===== config.mk =====
export PLATFORM = sky130hd
export DESIGN_NAME = dotprod_ctrl
export DESIGN_NICKNAME = d
export VERILOG_FILES = /design/src/rtl/dotprod_ctrl.sv
export SDC_FILE = /design/constraint.sdc
export NUM_CORES = 1
export LEC_CHECK = 0
export BUFFER_PORTS_ARGS = -buffer_cell sky130_fd_sc_hd__buf_2
export CORE_AREA = 2 2 240 242
export DETAILED_ROUTE_END_ITERATION = 10
export DIE_AREA = 0 0 242 244
export GPL_ROUTABILITY_DRIVEN = 0
export GPL_TIMING_DRIVEN = 0
export PLACE_DENSITY_LB_ADDON = 0.15
export SYNTH_ARGS = -nofsm -noshare
export SYNTH_HDL_FRONTEND = slang
export SYNTH_SLANG_ARGS = --single-unit

===== constraint.sdc =====
create_clock -name clk -period 2.23 [get_ports clk]
set_input_delay 0.223 -clock clk [delete_from_list [all_inputs] [get_ports clk]]
set_output_delay 0.223 -clock clk [all_outputs]
set_load 0.03 [all_outputs]

===== src/rtl/dotprod_ctrl.sv =====
// dotprod_ctrl: sequencer and SRAM-port owner for one dotprod kernel.
//
// Multiplexes the A/B vector SRAMs between the host loader and the kernel,
// launches the kernel with a latched (clamped) length, supervises the run
// with a watchdog and returns the result over a valid/ready handshake.
//
// Ports
//   clk, rst                 clock, asynchronous active-low reset
//   h_wr_en/h_rd_en/h_addr   host SRAM strobes and address (both SRAMs)
//   h_wdata_a/_b, h_rdata_*  host write data / read data pass-through
//   h_busy                   kernel currently owns the SRAMs
//   h_go_valid/ready, h_n    job launch handshake and vector length
//   h_res_valid/ready        result handshake
//   h_result, h_error        dot product (0 on abort), watchdog abort flag
//   k_start, k_n             kernel start pulse and held length
//   k_done, k_result         kernel completion and result
//   k_{a,b}_*                kernel SRAM requests / read data
//   sa_*, sb_*               SRAM A / B ports
module dotprod_ctrl #(
  parameter int unsigned ADDR_W  = 16,
  parameter int unsigned DATA_W  = 32,
  parameter int unsigned TIMEOUT = 65535
) (
  input  logic              clk,
  input  logic              rst,
  // host SRAM loader
  input  logic              h_wr_en,
  input  logic              h_rd_en,
  input  logic [ADDR_W-1:0] h_addr,
  input  logic [DATA_W-1:0] h_wdata_a,
  input  logic [DATA_W-1:0] h_wdata_b,
  output logic [DATA_W-1:0] h_rdata_a,
  output logic [DATA_W-1:0] h_rdata_b,
  output logic              h_busy,
  // host job control
  input  logic              h_go_valid,
  output logic              h_go_ready,
  input  logic [DATA_W-1:0] h_n,
  output logic              h_res_valid,
  input  logic              h_res_ready,
  output logic [DATA_W-1:0] h_result,
  output logic              h_error,
  // kernel control
  output logic              k_start,
  output logic [DATA_W-1:0] k_n,
  input  logic              k_done,
  input  logic [DATA_W-1:0] k_result,
  // kernel SRAM requests
  input  logic [ADDR_W-1:0] k_a_addr,
  input  logic [ADDR_W-1:0] k_b_addr,
  input  logic              k_a_rd_en,
  input  logic              k_a_wr_en,
  input  logic              k_b_rd_en,
  input  logic              k_b_wr_en,
  input  logic [DATA_W-1:0] k_a_wdata,
  input  logic [DATA_W-1:0] k_b_wdata,
  output logic [DATA_W-1:0] k_a_rdata,
  output logic [DATA_W-1:0] k_b_rdata,
  // SRAM A port
  output logic [ADDR_W-1:0] sa_addr,
  output logic              sa_rd_en,
  output logic              sa_wr_en,
  output logic [DATA_W-1:0] sa_wdata,
  input  logic [DATA_W-1:0] sa_rdata,
  // SRAM B port
  output logic [ADDR_W-1:0] sb_addr,
  output logic              sb_rd_en,
  output logic              sb_wr_en,
  output logic [DATA_W-1:0] sb_wdata,
  input  logic [DATA_W-1:0] sb_rdata
);

  // Watchdog must hold the value TIMEOUT itself.
  localparam int unsigned WD_W = (TIMEOUT < 2) ? 1 : $clog2(TIMEOUT + 1);
  // Length clamp compared in a width that can represent 2^ADDR_W.
  localparam int unsigned NC_W = (ADDR_W >= DATA_W) ? ADDR_W + 1 : DATA_W + 1;
  localparam logic [NC_W-1:0] N_MAX = NC_W'(1) << ADDR_W;

  typedef enum logic [2:0] {
    S_IDLE,
    S_START,
    S_ARM,
    S_RUN,
    S_RESP
  } state_e;

  state_e            state_q;
  logic [WD_W-1:0]   wdog_q;
  logic              busy_q;
  logic              go_ready_q;
  logic              start_q;
  logic              res_valid_q;
  logic [DATA_W-1:0] kn_q;
  logic [DATA_W-1:0] result_q;
  logic              error_q;

  logic [DATA_W-1:0] n_eff_c;
  logic              timeout_c;

  // n_eff = min(h_n, 2^ADDR_W)
  always_comb begin
    n_eff_c = h_n;
    if (NC_W'(h_n) > N_MAX) begin
      n_eff_c = DATA_W'(N_MAX);
    end
  end

  // RUN cycle index equals wdog_q; abort decision is taken in RUN cycle TIMEOUT.
  assign timeout_c = (wdog_q == WD_W'(TIMEOUT));

  // Sequencer: state, watchdog and all registered host/kernel outputs.
  always_ff @(posedge clk or negedge rst) begin
    if (!rst) begin
      state_q     <= S_IDLE;
      wdog_q      <= '0;
      busy_q      <= 1'b0;
      go_ready_q  <= 1'b1;
      start_q     <= 1'b0;
      res_valid_q <= 1'b0;
      kn_q        <= '0;
      result_q    <= '0;
      error_q     <= 1'b0;
    end else begin
      start_q <= 1'b0;
      case (state_q)
        S_IDLE: begin
          if (h_go_valid) begin
            kn_q       <= n_eff_c;
            error_q    <= 1'b0;
            go_ready_q <= 1'b0;
            if (n_eff_c == '0) begin
              // Empty job: answer immediately, kernel never started.
              result_q    <= '0;
              res_valid_q <= 1'b1;
              state_q     <= S_RESP;
            end else begin
              start_q <= 1'b1;
              busy_q  <= 1'b1;
              state_q <= S_START;
            end
          end
        end
        S_START: begin
          wdog_q  <= '0;
          state_q <= S_ARM;
        end
        S_ARM: begin
          // k_done may still be the previous job's flag here.
          state_q <= S_RUN;
        end
        S_RUN: begin
          wdog_q <= wdog_q + WD_W'(1);
          if (k_done || timeout_c) begin
            result_q    <= k_done ? k_result : '0;
            error_q     <= ~k_done;
            busy_q      <= 1'b0;
            res_valid_q <= 1'b1;
            state_q     <= S_RESP;
          end
        end
        S_RESP: begin
          if (h_res_ready) begin
            res_valid_q <= 1'b0;
            go_ready_q  <= 1'b1;
            state_q     <= S_IDLE;
          end
        end
        default: begin
          busy_q      <= 1'b0;
          res_valid_q <= 1'b0;
          go_ready_q  <= 1'b1;
          state_q     <= S_IDLE;
        end
      endcase
    end
  end

  // SRAM ownership mux; busy_q mirrors START/ARM/RUN exactly.
  always_comb begin
    if (busy_q) begin
      sa_addr  = k_a_addr;
      sa_rd_en = k_a_rd_en;
      sa_wr_en = k_a_wr_en;
      sa_wdata = k_a_wdata;
      sb_addr  = k_b_addr;
      sb_rd_en = k_b_rd_en;
      sb_wr_en = k_b_wr_en;
      sb_wdata = k_b_wdata;
    end else begin
      // Host write wins over a simultaneous host read.
      sa_addr  = h_addr;
      sa_rd_en = h_rd_en & ~h_wr_en;
      sa_wr_en = h_wr_en;
      sa_wdata = h_wdata_a;
      sb_addr  = h_addr;
      sb_rd_en = h_rd_en & ~h_wr_en;
      sb_wr_en = h_wr_en;
      sb_wdata = h_wdata_b;
    end
  end

  assign h_rdata_a   = sa_rdata;
  assign h_rdata_b   = sb_rdata;
  assign k_a_rdata   = sa_rdata;
  assign k_b_rdata   = sb_rdata;

  assign h_busy      = busy_q;
  assign h_go_ready  = go_ready_q;
  assign h_res_valid = res_valid_q;
  assign h_result    = result_q;
  assign h_error     = error_q;
  assign k_start     = start_q;
  assign k_n         = kn_q;

endmodule


Word-level counts from Yosys, hierarchy flattened. Index checks and enable logic that the tools add are counted.

Input bits: 315. Flip-flop bits (word level): 88. Memories kept: 0. Bits in writable memories: 0. Output and inout bits: 297. Bits in latches: 0. Word-level logic and storage cells: 79. Bits in read-only memories: 0.

Add/sub/neg operators: 1. $mul: 0. Order comparisons: 1. Bitwise logic cells: 6. Reduce and logical (&&, ||, !) cells: 15. Mux-type cells: 37. Div/mod/pow operators: 0. Eq/ne operators: 10. Shift-type cells: 0.

Operator list (count): $mux W32 (7); $pmux W32 S2 (1); $gt A32 B17 Y1 const B (1); $logic_not A32 Y1 (1); $mux W16 (2); $pmux W16 S2 (1); $mux W1 (17); $add A16 B1 Y16 const B (1); $eq A16 B16 Y1 const B (1); $pmux W3 S5 (1); $mux W3 (4); $ne A2 B2 Y1 const B (5); $reduce_and A3 Y1 (3); $reduce_and A4 Y1 (2); $eq A3 B2 Y1 const B (2); $pmux W1 S3 (2); $reduce_or A3 Y1 (2); $not A1 Y1 (5); $reduce_and A5 Y1 (1); $pmux W1 S4 (1); $reduce_bool A2 Y1 (2); $eq A3 B1 Y1 const B (1); $eq A3 B3 Y1 const B (1); $logic_not A3 Y1 (1); other kinds (5) (5).

Longest topological paths before layout.
Depth after elaboration: 6. Gate-level depth with buffers: 7. Mapped depth without buffers: 6.

Least setup slack after synthesis. No wires, ideal clock.

Path kind: flip-flop to output port. From: register busy_q, in the netlist h_busy. To: output port sa_addr[0]. Data required time: 2.007 ns. Path slack: 0.338 ns. Stages on the path, launching flop included: 6. Path buffers: 3. Arrival: 1.669 ns. Cell sequence: dfrtp_1 -> clkbuf_1 -> clkbuf_1 -> buf_1 -> nand2_1 -> nand2_1.

Cells in the longest elaborated chain, start to end: 1.

Ends and longest elaborated chain: start: declaration (line 89) `logic busy_q;`; start signal: assignment (line 116) `busy_q <= 1'b0;`; start signal: assignment (line 138) `busy_q <= 1'b1;`; start signal: assignment (line 156) `busy_q <= 1'b0;`; $mux W16 (line 180) `if (busy_q) begin`; end: declaration (line 60) `output logic [ADDR_W-1:0] sa_addr,`.

No other way between the ends.

Worst setup path in the final report.
From: register busy_q, in the netlist h_busy. To: output port sa_wdata[8].

Cells in the longest elaborated chain, start to end: 1.

Ends and longest elaborated chain: $mux W32 (line 180); end: declaration (line 63) `output logic [DATA_W-1:0] sa_wdata,`.

No other way between the ends.

==> results_dict.tcl <==
set metrics [dict create \
    status "complete, no violations" \
    postLayoutSetupSlackWorst_ns 0.127 \
    cp_top_family "buffers and inverters" \
    synthesis.area_sq_um 5810 \
    timing.final.crit_period_ns 2.10 \
    hold_start "k_result[5]" \
    nFillCells 6415 \
    vias_per_cell 3.30 \
    grt_pass1_vias 6277 \
    timing.fmax_mhz 475 \
    h-tree-depth 3 \
    routedWlPerCell_um 16.5 \
    critPathArrivalTime_ns 1.88 \
    yosysMostFrequentCell "buf_4" \
    yosysWarnings 0 \
    path_max_fanout 10 \
    worst-setup-path-type "reg -> out" \
    grt_max_degree 50 \
    cts_inserted_buffers 9 \
    yosysTopAreaCellShare 0.375 \
    clk_pin_slew_ns 0.07 \
    drc 0 \
    min_to "h_result[5]$_DFFE_PN0P_" \
    r2r-start "wdog_q[0]$_DFFE_PN0P_" \
    multiInputGateArea_sq_um 2470 \
    routed_wl_um 31700 \
    worst_pin_slew_ns 0.572 \
    power_density_nw_per_um2 1020 \
    num_rows 87 \
    port_buffers 547 \
    hpwl_um 27600 \
    syn_inst 601 \
    start_util 0.103 \
    holdPathStages 2 \
    die_x_um 242 \
    post_cts_buffers 0 \
    gr-usage-all-layers 0.100 \
    clockRootBuffer "clkbuf_16" \
    max-cap-violations 0 \
    ys.flop_type "dfrtp_1" \
    synth_edf_count 0 \
    ys_ff_latch 88 \
    antenna_found_initial 7 \
    ir_drop_uv 308 \
    synthArstFlopShare 1.00 \
    skew_ns 0.0101 \
    syn_nets 917 \
    path_depth 4 \
    r2r_slack_ns 0.21 \
    dr.pass1.iters 5 \
    io_pins 612 \
    slowest_stage "mux2_2" \
    crit_top_cell "buf_2" \
    synth_area_leaders "dfrtp_1 37%, buf_4 17%, mux2_2 13%" \
    cp_slowest_stage_delay_ns 0.44 \
    final_area_sq_um 9900 \
    critPathRequiredTime_ns 2.01 \
    clkSinkCount 88 \
    power.leakage_nw 5.37 \
    cts_tree "built" \
    worstSetupEndpointType "primary output" \
    start_kind "flip-flop" \
    dp_slack_ns -0.494 \
    reg2reg_depth 7 \
    placed_area_sq_um 9520 \
    clockBufferDepth 2 \
    hp-class "in -> reg" \
    ys_seq_area_frac 0.379 \
    postSynthAreaPerCell_sq_um 9.66 \
    rsz0062_at_grt "false" \
    grt.overflow.total 0 \
    area_delta_synth_final_pct 70.4 \
    r2r_end "h_result[25]$_DFFE_PN0P_" \
    drv_slew 0 \
    num_vias 6338 \
    synth_top_area_cell "dfrtp_1" \
    hold_violations 0 \
    critPathBufInv 3 \
    drt_iter0_drc 150 \
    grt_pass1_wl_um 43700 \
    path_cells "buf_4 > buf_2 > mux2_2 > buf_2" \
    synth_cell_types 47 \
    final-seq-area_sq_um 2200 \
    synth_commonest_cells "128 x buf_4, 95 x nand2_1, 87 x dfrtp_1" \
    layout.nets 1477 \
    fp.dieArea_sq_um 59000 \
    core_area_sq_um 56200 \
    relSlewSlack 0.618 \
    fin_crit_sh 0.943 \
    die_h_um 244 \
    final_layout_size_suffix_gt1_frac 0.685 \
    setup_viol 0 \
    ant_nets 0 \
    clk_latency_ns 0.35 \
]
-- cell type report --
class,count,area share
multi-input combinational,350,0.249
clock buffer,10,0.0241
sequential,88,0.223
buffer,159,0.117
antenna,1,0.000253
tap,756,0.0956
clock inverter,5,0.00898
timing repair buffer,549,0.281
inverter,4,0.00152
-- sequential cells by signal, indices dropped and copies added (netlist names) --
signal / count
h_busy: 1
h_error: 1
h_go_ready: 1
h_res_valid: 1
h_result: 32
k_n: 32
k_start: 1
state_q: 3
wdog_q: 16
-- cell families after synthesis --
kind of cell | share of synthesized area
multiplexers | 0.135
flip-flops | 0.379
adder cells (fa/ha/maj) | 0.00215
AO/OA/AOI/OAI | 0.122
XOR/XNOR | 0.00151
AND/OR/NAND/NOR | 0.163
buffers and inverters | 0.197
-- report_power, final --
part           total, mW  switching, mW  internal [mW]
combinational       6.23           4.18           2.05
clock               1.74          0.722           1.02
sequential          2.08          0.174           1.91
total               10.1           5.07           4.98
-- repair_timing --
item / 4_1_cts / 5_1_grt
setup endpoints to repair: 99 / 44
gates resized for setup: 17 / 5
hold endpoints to repair: 39 / 0
hold buffers: 1 / 0
-- layer usage --
| metal | wire length [um] | track usage | share of wire |
|---|---|---|---|
| met1 | 13000 | 0.124 | 0.41 |
| met2 | 15200 | 0.164 | 0.48 |
| met3 | 3220 | 0.0428 | 0.10 |
| met4 | 334 | 0.0176 | 0.011 |
| met5 | 33 | 0 | 0.0010 |
-- how the worst max path moves through the flow --
stage	startpoint	to	slack, ns
after global routing	h_busy$_DFFE_PN0P_	sa_addr[0]	0.006
after detailed placement	h_busy$_DFFE_PN0P_	sb_addr[13]	-0.49
final	h_busy$_DFFE_PN0P_	sa_wdata[8]	0.13
after global placement	h_busy$_DFFE_PN0P_	sa_addr[1]	-0.49
after floorplan	h_busy$_DFFE_PN0P_	sa_addr[0]	0.34
after CTS	h_busy$_DFFE_PN0P_	sb_wdata[16]	0.01
-- through the flow --
stage          TNS (ns)  hold slack, ns  std cells   util  power (mW)
5_1_grt               0          0.0758       1921  0.176        10.7
2_1_floorplan         0         -0.0726        601      -        6.17
3_5_place_dp     -15.39           0.257       1905  0.170        8.42
6_report              0          0.0870       1922  0.176        10.1
3_3_place_gp     -35.34           0.449       1904  0.169        8.43
4_1_cts               0          0.0666       1921  0.176        10.3
-- cells in the final DEF (no fill, tap or decap), types with 3 or more instances in the layout --
cell type	count
nand4_1	4
clkbuf_2	4
nor4_2	4
nand3_1	7
nor3_1	11
and2_1	17
a22o_2	4
dfrtp_1	86
o211ai_1	3
buf_2	555
o21ai_0	17
inv_1	4
a21o_1	3
nor4_1	3
nor2_1	14
clkbuf_16	9
a22o_1	46
mux2_2	65
a21oi_1	8
mux2i_1	5
nand2b_1	17
clkbuf_1	8
buf_4	132
nand2_1	95
buf_6	6
(Power assumes the default switching activity.)
